$ cat src/rtl/div_ctrl_32b.sv
// Unsigned 32-bit restoring divider, one quotient bit per cycle: done 33 edges after acceptance (1 for divide-by-zero).
// No backpressure: start is taken only in IDLE; requests in RUN/DONE are dropped, never queued.
module div_ctrl_32b (
  input  logic        clk,
  input  logic        reset,
  input  logic        start,
  input  logic [31:0] dividend,
  input  logic [31:0] divisor,
  output logic        busy,
  output logic        done,
  output logic [31:0] quotient,
  output logic [31:0] remainder,
  output logic        div_by_zero
);

  typedef enum logic [1:0] {IDLE, RUN, DONE} state_t;

  state_t      state, state_n;
  logic [31:0] q_w, r_w, d_w;
  logic [31:0] q_n, r_n, d_n;
  logic [4:0]  cnt, cnt_n;
  logic [31:0] quo_n, rem_n;
  logic        dz_n;

  // One restoring step: shift {R,Q} left, trial-subtract D through the shared subtractor.
  logic [31:0] r_sh;
  logic        carry;
  logic [32:0] diff;
  logic        take;
  logic [31:0] r_step, q_step;

  always_comb begin
    r_sh   = {r_w[30:0], q_w[31]};
    carry  = r_w[31];
    diff   = {1'b0, r_sh} - {1'b0, d_w};
    // A shifted-out carry means the 33-bit partial remainder already exceeds D.
    take   = carry | ~diff[32];
    r_step = take ? diff[31:0] : r_sh;
    q_step = {q_w[30:0], take};
  end

  always_comb begin
    state_n = state;
    q_n     = q_w;
    r_n     = r_w;
    d_n     = d_w;
    cnt_n   = cnt;
    quo_n   = quotient;
    rem_n   = remainder;
    dz_n    = div_by_zero;
    case (state)
      IDLE: begin
        if (start) begin
          if (divisor != 32'd0) begin
            q_n     = dividend;
            r_n     = 32'd0;
            d_n     = divisor;
            cnt_n   = 5'd0;
            state_n = RUN;
          end else begin
            quo_n   = 32'hFFFF_FFFF;
            rem_n   = dividend;
            dz_n    = 1'b1;
            state_n = DONE;
          end
        end
      end
      RUN: begin
        q_n   = q_step;
        r_n   = r_step;
        cnt_n = cnt + 5'd1;
        if (cnt == 5'd31) begin
          quo_n   = q_step;
          rem_n   = r_step;
          dz_n    = 1'b0;
          state_n = DONE;
        end
      end
      DONE:    state_n = IDLE;
      default: state_n = IDLE;
    endcase
  end

  always_ff @(posedge clk) begin
    if (reset) begin
      state       <= IDLE;
      q_w         <= 32'd0;
      r_w         <= 32'd0;
      d_w         <= 32'd0;
      cnt         <= 5'd0;
      quotient    <= 32'd0;
      remainder   <= 32'd0;
      div_by_zero <= 1'b0;
      busy        <= 1'b0;
      done        <= 1'b0;
    end else begin
      state       <= state_n;
      q_w         <= q_n;
      r_w         <= r_n;
      d_w         <= d_n;
      cnt         <= cnt_n;
      quotient    <= quo_n;
      remainder   <= rem_n;
      div_by_zero <= dz_n;
      busy        <= (state_n == RUN);
      done        <= (state_n == DONE);
    end
  end

endmodule
$ cat config.mk
export PLATFORM = sky130hd
export DESIGN_NAME = div_ctrl_32b
export DESIGN_NICKNAME = d
export VERILOG_FILES = /design/src/rtl/div_ctrl_32b.sv
export SDC_FILE = /design/constraint.sdc
export NUM_CORES = 1
export LEC_CHECK = 0
export CORE_ASPECT_RATIO = 0.5
export CORE_MARGIN = 1
export CORE_UTILIZATION = 55
export CTS_CLUSTER_DIAMETER = 50
export DETAILED_ROUTE_END_ITERATION = 16
export PLACE_DENSITY = 0.81
export SLEW_MARGIN = 20
export SYNTH_ARGS = -nofsm -noshare
export SYNTH_HDL_FRONTEND = slang
export SYNTH_SLANG_ARGS = --single-unit
export TNS_END_PERCENT = 100
$ cat constraint.sdc
create_clock -name clk -period 3.98 [get_ports clk]
set_clock_uncertainty 0.15 [all_clocks]
set_input_delay 0.398 -clock clk [delete_from_list [all_inputs] [get_ports clk]]
set_output_delay 0.398 -clock clk [all_outputs]
set_load 0.02 [all_outputs]
Yosys cells after proc, flatten, opt, wreduce, memory -nomap -nowiden
Index checks and enable logic that the tools add are counted.

storage, ports and cells
  input bits = 67
  register bits after elaboration = 170
  word-level logic and storage cells = 54

operators by class
  $add $sub $neg = 2
  bitwise gates (word level) = 2
  reduce and logical (&&, ||, !) cells = 6
  equal/unequal tests = 8
  muxes and demuxes = 26

operators with widths
  kind                 number
  $mux 32              11
  $pmux 32 s2          4
  $sub 32x32->33       1
  $reduce_bool 32->1   1
  $mux 5               2
  $pmux 5 s2           1
  $ne 2x2->1 const B   4
  $mux 2               3
  $reduce_and 3->1     2
  $add 5x1->5 const B  1
  $eq 5x5->1 const B   1
  $eq 2x1->1 const B   2
  $pmux 2 s2           1
  $reduce_and 4->1     1
  $mux 1               3
  $eq 2x2->1 const B   1
  $logic_not 2->1      1
  $pmux 1 s2           1
  $reduce_bool 2->1    1
  $not 1->1            1
  $or 1x1->1           1

Depth between registers and ports, before layout
Gate-level depths: netlist of the first run.

  word-level depth = 6
  gate-level depth with buffers = 13
  depth with buffers taken out = 11

Worst setup path before layout of the first run
Ideal clock, no wire load.

  path type = reg-to-reg
  start = register q_w[31]
  end = register r_w[29]
  library setup time = 0.060 ns
  data arrival time = 2.693 ns
  period minus slack after synthesis = 2.902 ns
  setup slack = 1.078 ns
  stages on the path, launching flop included = 12
  data required time = 3.770 ns
  cell sequence = dfxtp_1 inv_1 ha_1 fa_1 nand2b_1 a21o_1 a31o_2 o31a_1 nor2_2 nor2_2 or4_1 nand2_1

between the ends
  cells in the longest elaborated chain, start to end = 5

RTL lines
  what                    RTL line  source
  start, declared         19        logic [31:0] q_w, r_w, d_w;
  start signal, assigned  98        q_w <= q_n;
  $sub 32x32->33 (*)      35        diff = {1'b0, r_sh} - {1'b0, d_w};
  $not 1->1               37        take = carry | ~diff[32];
  $or 1x1->1              37
  $mux 32 (*)             38        r_step = take ? diff[31:0] : r_sh;
  $pmux 32 s2 (*)         51        case (state)
  end signal, assigned    99        r_w <= r_n;
  end, declared           19

Mark *: on every way between the ends. The rest lies on a longest branch, timed or not.
A chain may end at the register's enable or synchronous reset.

Final worst setup path of the first run
  start = register r_w[21]
  end = register r_w[30]

between the ends
  cells in the longest elaborated chain, start to end = 5

RTL lines
  what                RTL line
  $sub 32x32->33 (*)  35
  $not 1->1           37
  $or 1x1->1          37
  $mux 32 (*)         38
  $pmux 32 s2 (*)     51

Marked as above.

==> reports/qor.csv, run 1 <==
stage,metric,value,unit
critical_path,worst-path fanout max,18,
route,Pre-Repair DR Iteration Count,6,
critical_path,cell family with most CP delay,compound AO/OA/AOI/OAI gates,
critical_path,Crit. End Element,flop,
clocking,Worst-Skew Late Latency,0.43,ns
critical_path,Worst path most repeated cell,nand2_1,
critical_path,Setup CP Type,flop to flop,
timing,Sum Neg Setup Slack,0,ns
synthesis,register bit total from synthesis,170,
global_route,initial antenna violation count,0,
final_layout,Inserted Diodes,0,
final_layout,Fill cells,1289,
floorplan,area of the core,0.0157,mm2
critical_path,crit path DAT,3.67,ns
global_route,first-pass GRT wire length,42800,um
timing,crit path time final,3.48,ns
critical_path,CP max-delay cell,nor2_2,
worst_hold_path,Tightest Hold Check Type,flop to flop,
timing,hold_ws,0.307,ns
pwr,Sw Ratio,47.7,%
synthesis,Unique masters post-synth,84,
pwr,Clk pwr share,19.1,%
timing,fin worst setup slack,0.497,ns
pwr,P per Cell Area,800,mW/mm2
critical_path,R2R cell count,9,
clocking,clock sink count,170,
floorplan,Starting Density,57.3,%
clocking,CTS tree,done,
critical_path,cells along the critical path,"ha_1, a21oi_1, a21boi_0, a311o_1, nand2_1, nand2_1, nor2_2, a22oi_1, a211oi_1",
critical_path,"slowest stage delay, CP",0.65,ns
floorplan,IO Pins,134,
synthesis,top_reg_cell synth,dfxtp_1,
timing,Final Cycle Share,87.5,%
route,DRC violations left,0,
critical_path,end of the worst register-to-register path,r_w[30],
final_layout,post-route insts no fill,1473,
timing,RSZ-0062 raised after global routing,false,
clocking,clock buffer depth,2,
synthesis,"Async S/R FF share, synth",0,%
timing,fin. max-slew vios,0,
route,drt wl/cell,18.3,um
clocking,"Hold-fix buffers, CTS",0,
route,drt via density,6.08,
floorplan,Rows,32,
pwr,P_sw,4.19,mW
floorplan,Die X,183,um
placed_design,HPWL after DPL,19300,um
run_status,run status,"finished, final reports clean",
critical_path,WP data required,4.16,ns
global_route,vias in the first global route,8172,
route,number of DRC markers in iteration 0,1131,
pwr,Int Pwr,4.59,mW
pwr,sequential power share,23.5,%
pwr,Max IR drop VDD,0.608,mV
pwr,Logic pwr share,57.5,%
critical_path,Buf/Inv on CP,0,
timing,fmax,0.287,GHz
job,Max-Cap Viols,0,
critical_path,crit path launch,r_w[21],
clocking,clock slew at reported path FFs,0.07,ns
critical_path,Levels on crit path,9,
synthesis,cells after synthesis,1155,
global_route,largest net degree at the start of global routing,73,
timing,slew margin rel.,29.6,%
critical_path,R2R Path Start,r_w[21],
critical_path,startpoint types,flop,
placed_design,IO buf count,133,
route,total number of vias,8952,
synthesis,synth warn,0,
placed_design,GPL Wtd Cong,0.925,
final_layout,Final #Nets,1341,
placed_design,DP Area,0.0104,mm2
synthesis,synthesized netlist net count,1257,
placed_design,post-placement cell count,1441,
synthesis,Post-synth EDFFs,0,
synthesis,syn_area_per_cell,7.79,um2
timing,Worst-Margin Slew,1.05,ns
final_layout,final instance area,0.0110,mm2
critical_path,Reg2Reg Setup Slack,0.50,ns
timing,"Setup violations, final",0,
global_route,global route overflow,0,
placed_design,pre-CTS setup slack,0.561,ns
critical_path,Critical Path End,r_w[30],
final_layout,layout cells sized above 1,6.63,%
final_layout,Area Overhead vs Synth,22.0,%
final_layout,area occupied by multi-input gates,0.00509,mm2
synthesis,post-synthesis instance area,0.00900,mm2
floorplan,area of the die,0.0169,mm2
global_route,GRT Total Usage,32.2,%
clocking,CTS Root Cell,clkbuf_16,
synthesis,sequential share of the synthesized area,37.8,%
route,Post-Route WL,27000,um
timing,final hold violations,0,
pwr,leak pwr,4.13,nW
clocking,post-CTS resize count,0,
floorplan,chip height,92.4,um
clocking,H-tree depth,4,
clocking,CTS buffer count,17,
clocking,Post-CTS Setup Bufs,0,
final_layout,Storage cell area,0.00340,mm2
route,antenna-violating nets left,0,
==> per-layer routing <==
layer  share of wire [%]  track usage [%]  vias to the layer above
met4                 1.6             7.64                        0
met5                   0                0                        -
met1                  46             47.4                     4152
met2                  41             47.1                      462
met3                  11             7.51                       46
li1                    -                -                     4292
==> area by class of cell <==
class / instances / area share, %
clock buffers: 17 / 3.88
clock inverters: 15 / 1.63
inverters: 38 / 1.30
multi-input cells: 862 / 46.4
flip-flops and latches: 170 / 31.0
well taps: 221 / 2.52
repair buffers: 150 / 13.3
==> through the flow <==
step	power (mW)	utilization, %
after detailed placement	6.90	66.1
after global routing	9.25	69.9
after CTS	8.60	69.9
after global placement	6.85	66.1
after floorplan	5.88	-
final	8.77	69.9
==> flip-flops by register name, indices dropped and copies added, names as in the netlist <==
register and flops:
div_by_zero 1, busy 1, d_w 32, state 2, quotient 32, remainder 32, cnt 5, r_w 32
done 1, q_w 32
==> cells in the final DEF, fill, tap and decap left out, types with 4 or more instances in the layout <==
cell type,Yosys,layout
a211oi_1,10,10
a21o_1,16,16
a21oi_1,104,103
a22oi_1,4,4
a311oi_1,30,30
a31oi_1,22,22
a32oi_1,5,5
and2_1,5,5
and3_1,14,14
buf_4,2,18
clkbuf_16,0,17
clkdlybuf4s50_1,0,132
clkinv_8,0,5
dfxtp_1,170,170
ha_1,34,34
inv_1,38,38
mux2i_1,12,12
nand2_1,189,189
nand2b_1,14,13
nand3_1,12,12
nand3_2,6,6
nand4_1,8,8
nor2_1,105,105
nor3_1,77,77
nor4_1,10,10
o211ai_1,11,11
o21ai_0,54,54
o21ai_1,10,10
o21bai_1,4,4
or3_1,6,6
xnor2_1,18,18
xor2_1,7,7
==> power by group through the flow <==
stage / sequential, mW / combinational (mW) / clock (mW)
after floorplan: 2.00 / 3.88 / 0
after global placement: 2.07 / 4.78 / 0
after detailed placement: 2.08 / 4.82 / 0
after CTS: 2.04 / 4.88 / 1.68
after global routing: 2.07 / 5.42 / 1.76
final: 2.06 / 5.04 / 1.67
==> logic make-up (layout without fill, tap and decap cells) <==
| family | after synthesis | in the layout | synth area share, % |
|---|---|---|---|
| fa+ha+maj | 35 | 35 | 4.95 |
| compound gates | 319 | 319 | 23.4 |
| buf+inv | 123 | 220 | 5.81 |
| xor+xnor | 25 | 25 | 2.43 |
| mux | 14 | 14 | 1.63 |
| flops | 170 | 170 | 37.8 |
| simple gates | 469 | 469 | 23.9 |
==> worst min-delay path by stage <==
stage / endpoint / slack (ns) / cells past startpoint / start
after floorplan: d_w[10] / 0.29 / 2 / d_w[10]
after CTS: d_w[9] / 0.31 / 2 / d_w[9]
final: d_w[26] / 0.31 / 2 / d_w[26]
after detailed placement: d_w[9] / 0.30 / 2 / d_w[9]
after global routing: d_w[4] / 0.33 / 2 / d_w[4]
after global placement: d_w[12] / 0.29 / 2 / d_w[12]
==> worst register-to-register path, cell delays in order, from the launching register on <==
cell and delay [ns]:
dfxtp_1 0.48, ha_1 0.39, a21oi_1 0.30, a21boi_0 0.14, a311o_1 0.44, nand2_1 0.11, nand2_1 0.28, nor2_2 0.65
a22oi_1 0.19, a211oi_1 0.27
==> synthesized netlist by cell type, drive strengths merged, types with 6 or more instances <==
cell	number	area share, %
or3	6	0.42
buf	25	1.7
o21ai	64	3.6
a31oi	22	1.5
inv	38	1.6
o211ai	12	1.1
a211oi	12	1.1
xor2	7	0.68
nand4	8	0.56
ha	34	4.7
a21oi	106	6.1
nor2	107	4.5
a311oi	31	3.1
dfxtp	170	38
nor4	10	0.70
and3	14	0.97
nand3	18	1.3
nand2b	14	0.97
a21o	16	1.3
mux2i	12	1.3
nand2	191	8.1
xnor2	18	1.8
nor3	77	4.3
clkbuf	60	2.5
Note: power is estimated with default switching activity, not from simulation.
==> run 2: changes to the inputs <==
Settings changed: SETUP_SLACK_MARGIN from default to 0.05.
==> results of run 2 <==
The final DEF is identical to that of run 1; final timing and power are the same.
